--- config.mk ---
export PLATFORM = sky130hd
export DESIGN_NAME = int32_to_ascii
export DESIGN_NICKNAME = d
export VERILOG_FILES = /design/src/rtl/int32_to_ascii.sv
export SDC_FILE = /design/constraint.sdc
export NUM_CORES = 1
export LEC_CHECK = 0
export CAP_MARGIN = 20
export CELL_PAD_IN_SITES_DETAIL_PLACEMENT = 1
export CELL_PAD_IN_SITES_GLOBAL_PLACEMENT = 1
export CORE_MARGIN = 2
export CORE_UTILIZATION = 40
export DETAILED_ROUTE_END_ITERATION = 10
export PLACE_DENSITY = 0.77
export SETUP_SLACK_MARGIN = 0.3
export SYNTH_ARGS = -nofsm -noshare
export SYNTH_HDL_FRONTEND = slang
export SYNTH_SLANG_ARGS = --single-unit
--- constraint.sdc ---
create_clock -name clk -period 14.3 [get_ports clk]
set_input_delay 2.86 -clock clk [delete_from_list [all_inputs] [get_ports clk]]
set_output_delay 2.86 -clock clk [all_outputs]
set_load 0.02 [all_outputs]
--- src/rtl/int32_to_ascii.sv ---
// rtl/int32_to_ascii.sv - signed 32-bit integer to ASCII decimal character stream
module int32_to_ascii #(
  parameter int         APPEND_SEP = 1,
  parameter logic [7:0] SEP_CHAR   = 8'h20
) (
  input  logic        clk,
  input  logic        rst_n,
  input  logic        clear,
  input  logic        start,
  input  logic [31:0] value,
  output logic        busy,
  output logic [7:0]  char_out,
  output logic        char_valid,
  input  logic        char_ready,
  output logic        num_end,
  output logic        done
);

  localparam logic SEP_EN = (APPEND_SEP != 0);

  typedef enum logic [2:0] {
    IDLE,
    CONVERT,
    EMIT_SIGN,
    EMIT_DIGIT,
    EMIT_SEP,
    FINISH
  } state_t;

  state_t      state;
  logic [31:0] mag;
  logic [31:0] mag_div;
  logic [3:0]  mag_rem;
  logic        is_neg;
  logic        conv_last;
  logic [3:0]  count;
  logic [3:0]  idx;
  logic [3:0]  digits [10];
  logic        hs;

  assign mag_div = mag / 32'd10;
  assign mag_rem = 4'(mag % 32'd10);
  assign hs      = char_valid & char_ready;
  assign busy    = (state != IDLE);

  function automatic logic [7:0] digit_char(input logic [3:0] d);
    return 8'h30 + {4'h0, d};
  endfunction

  always_ff @(posedge clk or negedge rst_n) begin
    if (!rst_n) begin
      state      <= IDLE;
      mag        <= '0;
      is_neg     <= 1'b0;
      conv_last  <= 1'b0;
      count      <= '0;
      idx        <= '0;
      char_out   <= '0;
      char_valid <= 1'b0;
      num_end    <= 1'b0;
      done       <= 1'b0;
      for (int i = 0; i < 10; i++) digits[i] <= '0;
    end else if (clear) begin
      state      <= IDLE;
      char_out   <= '0;
      char_valid <= 1'b0;
      num_end    <= 1'b0;
      done       <= 1'b0;
    end else begin
      case (state)
        IDLE: begin
          done <= 1'b0;
          if (start) begin
            is_neg    <= value[31];
            mag       <= value[31] ? (~value + 32'd1) : value;
            count     <= '0;
            conv_last <= 1'b0;
            state     <= CONVERT;
          end
        end
        CONVERT: begin
          // Exit flag is registered so the divider stays out of the state-decision path.
          if (conv_last) begin
            idx        <= count - 4'd1;
            char_valid <= 1'b1;
            if (is_neg) begin
              state    <= EMIT_SIGN;
              char_out <= 8'h2D;
              num_end  <= 1'b0;
            end else begin
              state    <= EMIT_DIGIT;
              char_out <= digit_char(digits[count - 4'd1]);
              num_end  <= !SEP_EN && (count == 4'd1);
            end
          end else begin
            digits[count] <= mag_rem;
            count         <= count + 4'd1;
            mag           <= mag_div;
            conv_last     <= (mag_div == 32'd0);
          end
        end
        EMIT_SIGN: begin
          if (hs) begin
            state    <= EMIT_DIGIT;
            char_out <= digit_char(digits[idx]);
            num_end  <= !SEP_EN && (idx == 4'd0);
          end
        end
        EMIT_DIGIT: begin
          if (hs) begin
            if (idx == 4'd0) begin
              if (SEP_EN) begin
                state    <= EMIT_SEP;
                char_out <= SEP_CHAR;
                num_end  <= 1'b1;
              end else begin
                state      <= FINISH;
                char_out   <= '0;
                char_valid <= 1'b0;
                num_end    <= 1'b0;
                done       <= 1'b1;
              end
            end else begin
              idx      <= idx - 4'd1;
              char_out <= digit_char(digits[idx - 4'd1]);
              num_end  <= !SEP_EN && (idx == 4'd1);
            end
          end
        end
        EMIT_SEP: begin
          if (hs) begin
            state      <= FINISH;
            char_out   <= '0;
            char_valid <= 1'b0;
            num_end    <= 1'b0;
            done       <= 1'b1;
          end
        end
        FINISH: begin
          done  <= 1'b0;
          state <= IDLE;
        end
        default: state <= IDLE;
      endcase
    end
  end

endmodule

## Word level (Yosys, flattened, before mapping)

Index checks and enable logic that the tools add are counted.

| word-level totals | value |
|---|---|
| flip-flop bits (word level) | 96 |
| bits of input ports | 37 |
| output and inout bits | 12 |
| word-level logic and storage cells | 137 |

| operators by class | value |
|---|---|
| add/sub/neg operators | 7 |
| divide/modulo/power cells | 2 |
| $lt $le $gt $ge | 5 |
| equality and inequality tests | 17 |
| mux-type cells | 55 |
| bitwise logic cells | 8 |
| reduce and logical (&&, ||, !) cells | 23 |

Operators with widths:

| operator | count |
|---|---|
| $mux W32 | 3 |
| $pmux W32 S2 | 1 |
| $bmux W4 S4 | 3 |
| $mux W4 | 12 |
| $bwmux W40 | 1 |
| $mux W8 | 5 |
| $add A32 B1 Y32 const B | 1 |
| $div A32 B4 Y32 const B | 1 |
| $logic_not A32 Y1 | 1 |
| $mod A32 B4 Y32 const B | 1 |
| $not A32 Y32 | 1 |
| $pmux W8 S4 | 1 |
| $add A6 B4 Y7 const A | 3 |
| $mux W3 | 7 |
| $ge A5 B5 Y1 const B | 4 |
| $not A4 Y5 | 4 |
| $ne A3 B3 Y1 const B | 6 |
| $demux W4 S4 | 1 |
| $pmux W4 S2 | 2 |
| $pmux W3 S5 | 1 |
| $mux W7 | 2 |
| $mux W1 | 12 |
| $reduce_and A3 Y1 | 4 |
| $ne A2 B2 Y1 const B | 5 |
| other kinds (23) | 35 |

## Logic depth before layout (Yosys ltp)

Gate-level depths: netlist of run 1.

| depth | value |
|---|---|
| word-level depth | 10 |
| depth in mapped cells | 51 |

## Worst setup path before layout of run 1

Ideal clock, no wire load.

| timing path | value |
|---|---|
| path type | register to register |
| start point | register mag[28] |
| end point | register digits[10] (netlist bit) |
| arrival time | 10.845 ns |
| required time | 14.155 ns |
| path slack | 3.310 ns |
| cell stages (with the launch flop) | 46 |
| path buffers | 7 |
| path through | dfrtp_1 > buf_6 > or4b_4 > o211a_4 > a21o_1 > mux4_2 > nand3_2 > buf_6 > nor3_2 > a21o_1 > nand2b_1 > nor3_4 > a21oi_1 > o31a_2 > o31ai_2 > and3_1 > buf_2 > nor2_2 > [10 not listed] > buf_2 > a311o_1 > or3_1 > buf_2 > and2_0 > o21a_1 > o21ai_2 > o2111ai_1 > a32o_1 > or3_4 > a221o_1 > a21oi_1 > o221ai_2 > and2_1 > buf_6 > a31o_1 > a2111oi_4 > o21ai_2 |

| on the way | value |
|---|---|
| word-level cells in the longest chain between the ends | 2 |

Ends and longest elaborated chain:

| element | RTL line | text |
|---|---|---|
| start: declaration | 31 | `logic [31:0] mag;` |
| start signal: assignment | 75 | `mag <= value[31] ? (~value + 32'd1) : value;` |
| start signal: assignment | 98 | `mag <= mag_div;` |
| $mod A32 B4 Y32 | 42 | `assign mag_rem = 4'(mag % 32'd10);` |
| $bwmux W40 | 96 | `digits[count] <= mag_rem;` |
| end signal: indexed assignment | 96 |  |
| end: declaration | 38 | `logic [3:0] digits [10];` |

No other way between the ends.
A chain may end at the register's enable or synchronous reset.

## Worst setup path after layout of run 1

| timing path | value |
|---|---|
| start point | register mag[27] |
| end point | register digits[10] (netlist bit) |

The elaborated chain is that of the path after synthesis.

==> out/qor_table.md, run 1 <==
| Parameter | Reported | Unit |
|---|---|---|
| Status | finished clean | - |
| First-pass GRT wire length | 57150 | µm |
| DP Wirelength | 25660 | µm |
| Most common cell on crit path | mux2i_1 | - |
| Kind of path behind the tightest hold check | reg2reg | - |
| Clock tree from TritonCTS | done | - |
| Total vias in the final route | 11150 | - |
| Reg2reg setup slack | 1.20 | ns |
| Top Ports | 49 | - |
| Clock sink total | 94 | - |
| Ratio of cells with drive above 1 in the final layout | 11.59 | % |
| Worst clock skew on the final layout | 0.008679 | ns |
| Type of origin of the critical path | register | - |
| Routability Congestion | 0.8888 | - |
| Time the final worst path needs with I/O delays and setup | 13.10 | ns |
| Post-synth ARST share | 100.0 | % |
| Clk pin slew, worst setup/hold paths | 0.07 | ns |
| #FFs+latches synth | 94 | - |
| Min-Delay Endpoint | char_out[0]$_DFFE_PN0P_ | - |
| Worst Setup Path Type | reg2reg | - |
| Warning count from the yosys run | 0 | - |
| Count of fill cells added during filler insertion | 3298 | - |
| Maximum clock rate | 76.34 | MHz |
| Ant. Diodes | 0 | - |
| EDFF count, synth | 0 | - |
| Startpoint of the lowest-slack register-to-register path | mag[27]$_DFFE_PN0P_ | - |
| Number of nets in the layout | 1420 | - |
| Commonest register cell after synthesis | dfrtp_1 | - |
| Number of DRC violations after detailed-routing iteration 0 | 864 | - |
| Clock latency reported for the late side of the worst-skew pair | 0.36 | ns |
| Antenna violations before repair | 0 | - |
| Cell chosen for the clock root | clkbuf_16 | - |
| HP Start | char_out[0]$_DFFE_PN0P_ | - |
| Final-report max-slew violation count | 0 | - |
| Global routing usage summed across all routing layers | 24.26 | % |
| Clock Tree Buf Depth | 2 | - |
| CP Capture Type | register | - |
| Mapped Cells | 1399 | - |
| Area of combinational cells with multiple inputs | 0.007990 | mm² |
| Biggest cell delay along the critical path | 0.61 | ns |
| Most common cell after layout, fill and taps aside | nand2_1 | - |
| Arrival time at the worst endpoint | 13.33 | ns |
| Number of cells traversed by the worst hold path | 1 | - |
| Final critical-path share of the clock period | 91.60 | % |
| Number of clock buffers inserted by TritonCTS | 9 | - |
| Seq. cell area | 0.002357 | mm² |
| Area share of fa/ha/maj cells after synthesis | 1.459 | % |
| Detailed-route wire length | 35210 | µm |
| Total gr overflow | 0 | - |
| Remaining antenna violation count after routing | 0 | - |
| Distinct cells, synth | 116 | - |
| Max-cap violations | 0 | - |
| Worst relative slew slack | 31.63 | % |
| Synth Cell Area | 0.01089 | mm² |
| Number of hold violations in the final report | 0 | - |
| Setup repair after global routing missed its margin | false | - |
| PortBufs | 46 | - |
| Hold_buf cts | 0 | - |
| Placement row count | 60 | - |
| Aggregate negative setup slack | 0 | ns |
| FF-to-FF path depth | 39 | - |
| Number of setup violations in the final report | 0 | - |
| Deepest level of the CTS H-tree | 3 | - |
| Worst-Margin Slew | 1.023 | ns |
| Placeable core area | 0.02688 | mm² |
| Mux contribution to synthesized area | 10.66 | % |
| Via-to-Cell Ratio | 6.476 | - |
| Main combinational cell family by area after synthesis | compound AO/OA/AOI/OAI gates | - |
| Synthesis-to-finish area growth | 9.396 | % |
| Total Die Area | 0.02857 | mm² |
| Maximum net fanout on the critical path | 16 | - |
| Post-Synth XOR/XNOR Area | 4.101 | % |
| Cell type of the slowest stage on the worst timing path | or4b_4 | - |
| Vias in the first global route | 10980 | - |
| Average wire length per cell after detail routing | 20.45 | µm |
| Die W | 169.0 | µm |
| Sequential area share after synthesis | 21.59 | % |
| First-pass DRT Iterations | 5 | - |
| Initial cell density of the core | 40.53 | % |
| Final routed DRC violation total | 0 | - |
| Data required time of the critical path | 14.53 | ns |
| Synthesized area per cell | 7.786 | µm² |
| Largest net degree at the start of global routing | 69 | - |
| Die Ht | 169.0 | µm |
| Endpoint of the worst register-to-register path | digits[10]$_DFFE_PN0P_ | - |
| Area fraction in and, or, nand and nor cells after synthesis | 23.20 | % |
| Compound-Gate Fraction of Synth Area | 33.24 | % |
| Top library cells by usage in the layout, fill and taps aside | nand2_1 (180), nor2_1 (116), o21ai_0 (114) | - |
## synthesized netlist by cell type (11+ instances only)
master    number  share of area (%)
o21ai_0      115                5.3
mux2_2        12                1.2
o211ai_1      25                1.7
nor2_1       116                4.0
nand2b_1      11               0.63
mux2i_1       41                3.8
o31ai_1       25                1.7
inv_1         32                1.1
a21oi_1       77                3.5
nor3_1        52                2.4
buf_2         20               0.92
nor2b_1       12               0.69
nand3_1       42                1.9
xor2_1        23                1.8
mux4_2        25                5.2
nor4_1        20                1.1
clkbuf_1      65                2.2
xnor2_1       28                2.3
and2_1        13               0.75
nand4_1       17               0.98
dfrtp_1       94                 22
o21ai_2       15                1.2
a211oi_1      18                1.2
nand2_1      180                6.2
or3_1         11               0.63
## timing repair
| item | in CTS | in global routing |
|---|---|---|
| gates cloned | 0 | 1 |
| setup endpoints to repair | 10 | 34 |
| gates resized for setup | 1 | 12 |
| buffers inserted | 0 | 13 |
| pin swaps | 0 | 3 |
## layer usage
layer | track usage [%] | routed length (µm)
met5 | 0 | 0
met4 | 8.807 | 1129
met3 | 2.852 | 1127
met2 | 41.43 | 17260
met1 | 31.71 | 15690
## kinds of logic (layout without fill, tap and decap cells)
family,Yosys count,after routing
buffers and inverters,145,125
AND/OR/NAND/NOR,525,525
AO/OA/AOI/OAI,488,488
multiplexers,81,82
XOR/XNOR,51,51
adder cells (fa/ha/maj),14,14
other,1,2
flip-flops,94,94
## per-stage QoR
step                std cells  setup slack, ns  hold WS (ns)  util (%)  instance area, µm²
floorplan                1400            3.310        0.4771         -               10900
global placement         1691           0.9591        0.4660     42.37               11390
detailed placement       1691           0.2448        0.4801     42.37               11390
CTS                      1707           0.3441        0.4965     43.62               11720
global route             1722           0.2431        0.5094     44.34               11920
finish                   1722            1.201        0.4904     44.34               11920
## worst max-delay path: cells and delay by family (launching register included)
family	cells	cell delay [ns]
compound gates	20	6.36
simple gates	13	4.38
mux	4	1.23
flops	1	0.57
xor+xnor	1	0.21
buf+inv	1	0.19
## final cells by class
class | count | area share (%)
Multi-Input combinational cell | 1162 | 67.05
Sequential cell | 94 | 19.78
Timing Repair Buffer | 69 | 5.565
Tap cell | 341 | 3.580
Clock buffer | 10 | 2.005
Inverter | 40 | 1.260
Clock inverter | 6 | 0.7560
## state kept, by name, indices dropped and copies added, names as in the netlist
register	cells
digits	40
mag	32
char_out	6
count	4
idx	4
state	3
char_valid	1
conv_last	1
done	1
is_neg	1
num_end	1
## how the worst max path moves through the flow
stage,to,slack [ns],startpoint
final,digits[10]$_DFFE_PN0P_,1.20,mag[27]$_DFFE_PN0P_
after global routing,digits[26]$_DFFE_PN0P_,0.24,mag[27]$_DFFE_PN0P_
after CTS,digits[10]$_DFFE_PN0P_,0.34,mag[29]$_DFFE_PN0P_
after detailed placement,digits[10]$_DFFE_PN0P_,0.24,mag[29]$_DFFE_PN0P_
after global placement,digits[34]$_DFFE_PN0P_,0.96,mag[29]$_DFFE_PN0P_
after floorplan,digits[10]$_DFFE_PN0P_,3.31,mag[28]$_DFFE_PN0P_
Power of run 1 is not shown: default switching activity piles up to over one toggle a cycle in this logic, so the estimate is an artifact.
==> run 2, diff against run 1 <==
--- a/config.mk
+++ b/config.mk
@@ -11,7 +11,7 @@
 export CORE_MARGIN = 2
 export CORE_UTILIZATION = 40
 export DETAILED_ROUTE_END_ITERATION = 10
-export PLACE_DENSITY = 0.77
+export PLACE_DENSITY = 0.76
 export SETUP_SLACK_MARGIN = 0.3
 export SYNTH_ARGS = -nofsm -noshare
 export SYNTH_HDL_FRONTEND = slang
==> out/qor_table.md, run 2 (same netlist as run 1, synthesis figures left out) <==
| Parameter | Reported | Unit | Change |
|---|---|---|---|
| Status | finished clean | - | unchanged |
| Placeable core area | 0.02688 | mm² | unchanged |
| Total Die Area | 0.02857 | mm² | unchanged |
| Kind of path behind the tightest hold check | reg2reg | - | unchanged |
| Synthesis-to-finish area growth | 9.350 | % | was 9.396% |
| Clk pin slew, worst setup/hold paths | 0.07 | ns | about the same |
| Clock Tree Buf Depth | 2 | - | unchanged |
| Cell chosen for the clock root | clkbuf_16 | - | unchanged |
| Number of DRC violations after detailed-routing iteration 0 | 954 | - | was 864 |
| Top Registers | digits x40, mag x32, char_out x6 | - | unchanged |
| Die Ht | 169.0 | µm | unchanged |
| DP Wirelength | 25450 | µm | was 25660 µm |
| Register with the highest flop count | digits | - | unchanged |
| Deepest level of the CTS H-tree | 3 | - | unchanged |
| Worst clock skew on the final layout | 0.009053 | ns | was 0.008679 ns |
| First-pass GRT wire length | 57750 | µm | was 57150 µm |
| Top Ports | 49 | - | unchanged |
| Largest net degree at the start of global routing | 67 | - | was 69 |
| Final routed DRC violation total | 0 | - | unchanged |
| Aggregate negative setup slack | 0 | ns | unchanged |
| Worst relative slew slack | 33.08 | % | was 31.63% |
| Number of nets in the layout | 1415 | - | was 1420 |
| Place WS | 0.3581 | ns | was 0.2448 ns |
| Setup repair after global routing missed its margin | false | - | unchanged |
| Final critical-path share of the clock period | 89.97 | % | was 91.60% |
| PortBufs | 46 | - | unchanged |
| Most common cell after layout, fill and taps aside | nand2_1 | - | unchanged |
| Clock latency reported for the late side of the worst-skew pair | 0.36 | ns | about the same |
| HP Start | char_out[3]$_DFFE_PN0P_ | - | was char_out[0]$_DFFE_PN0P_ |
| CP Capture Type | register | - | unchanged |
| Biggest cell delay along the critical path | 0.59 | ns | was 0.61 ns |
| Hold_buf cts | 0 | - | unchanged |
| Startpoint of the lowest-slack register-to-register path | mag[28]$_DFFE_PN0P_ | - | was mag[27]$_DFFE_PN0P_ |
| Data required time of the critical path | 14.53 | ns | about the same |
| Die W | 169.0 | µm | unchanged |
| Detailed-route wire length | 35190 | µm | was 35210 µm |
| Ant. Diodes | 0 | - | unchanged |
| Max-cap violations | 0 | - | unchanged |
| Clock sink total | 94 | - | unchanged |
| Maximum net fanout on the critical path | 17 | - | was 16 |
| Time the final worst path needs with I/O delays and setup | 12.87 | ns | was 13.10 ns |
| Antenna violations before repair | 0 | - | unchanged |
| Type of origin of the critical path | register | - | unchanged |
| Worst-Margin Slew | 1.004 | ns | was 1.023 ns |
| Top library cells by usage in the layout, fill and taps aside | nand2_1 (180), nor2_1 (116), o21ai_0 (114) | - | unchanged |
| Reg2reg setup slack | 1.43 | ns | was 1.20 ns |
| Average wire length per cell after detail routing | 20.49 | µm | was 20.45 µm |
| Total vias in the final route | 11150 | - | about the same |
| Final-report max-slew violation count | 0 | - | unchanged |
| First-pass DRT Iterations | 6 | - | was 5 |
| Hold slack final | 0.4951 | ns | was 0.4904 ns |
| Number of setup violations in the final report | 0 | - | unchanged |
| Number of clock buffers inserted by TritonCTS | 9 | - | unchanged |
| Remaining antenna violation count after routing | 0 | - | unchanged |
| Clock tree from TritonCTS | done | - | unchanged |
| Worst Setup Path Type | reg2reg | - | unchanged |
| Placement row count | 60 | - | unchanged |
| Arrival time at the worst endpoint | 13.10 | ns | was 13.33 ns |
| Share of the core filled with cells in the final layout | 44.32 | % | was 44.34% |
| Vias in the first global route | 11050 | - | was 10980 |
| Routability Congestion | 0.8641 | - | was 0.8888 |
| Total gr overflow | 0 | - | unchanged |
| Global routing usage summed across all routing layers | 24.42 | % | was 24.26% |
| Number of hold violations in the final report | 0 | - | unchanged |
| Maximum clock rate | 77.72 | MHz | was 76.34 MHz |
| Initial cell density of the core | 40.53 | % | unchanged |
| Max reg flops | 40 | - | unchanged |
| Ratio of cells with drive above 1 in the final layout | 11.19 | % | was 11.59% |
| Via-to-Cell Ratio | 6.492 | - | was 6.476 |
| Setup slack after layout | 1.434 | ns | was 1.201 ns |
| Cell type of the slowest stage on the worst timing path | dfrtp_1 | - | was or4b_4 |
| Critical Path Start | mag[28]$_DFFE_PN0P_ | - | was mag[27]$_DFFE_PN0P_ |
run 2: path summary, 6_finish.rpt:
kind	to	cells after the start
worst min register to register	char_out[3]$_DFFE_PN0P_	1
max in group asynchronous	mag[11]$_DFFE_PN0P_	2
worst max-delay path	digits[38]$_DFFE_PN0P_	40
worst max register to register	digits[38]$_DFFE_PN0P_	40
min in group asynchronous	digits[32]$_DFFE_PN0P_	1
worst min-delay path	char_out[3]$_DFFE_PN0P_	1
run 2: per-layer routing:
| layer | track usage (%) | share of wire, % | up-vias |
|---|---|---|---|
| met1 | 32.20 | 45 | 5579 |
| met3 | 2.478 | 3.5 | 55 |
| met2 | 42.27 | 49 | 260 |
| met5 | 0 | 0 | - |
| met4 | 7.544 | 2.4 | 0 |
| li1 | - | - | 5253 |
run 2: final cells by class:
type / instances / area (µm²)
Clock buffer: 10 / 239.0
Clock inverter: 6 / 115.1
Fill cell: 3254 / 14960
Inverter: 40 / 150.1
Multi-Input combinational cell: 1162 / 7986
Sequential cell: 94 / 2356
Tap cell: 341 / 426.7
Timing Repair Buffer: 64 / 638.1
run 2: timing repair:
action / CTS / global route
setup buffers: 0 / 8
setup endpoints to repair: 0 / 34
gates resized for setup: 0 / 11
run 2: worst max-delay path, delay by kind of cell, from the launching register on:
kind / cells / cell delay, ns
AOI/OAI and AO/OA: 24 / 7.25
and+or+nand+nor: 14 / 4.35
DFF: 1 / 0.59
muxes: 1 / 0.34
buffers and inverters: 1 / 0.19
run 2: stage by stage:
stage	instance area (µm²)	instances
final	11910	1717
after CTS	11740	1707
after floorplan	10900	1400
after detailed placement	11390	1691
after global routing	11910	1717
after global placement	11390	1691
Power of run 2 is left out for the same reason.
==> run 3, diff against run 2 <==
--- a/config.mk
+++ b/config.mk
@@ -10,6 +10,7 @@
 export CELL_PAD_IN_SITES_GLOBAL_PLACEMENT = 1
 export CORE_MARGIN = 2
 export CORE_UTILIZATION = 40
+export CTS_CLUSTER_DIAMETER = 100
 export DETAILED_ROUTE_END_ITERATION = 10
 export PLACE_DENSITY = 0.76
 export SETUP_SLACK_MARGIN = 0.3
==> results of run 3 <==
The final DEF is identical to that of run 2; final timing and power are the same.
Power of run 3 is left out for the same reason.
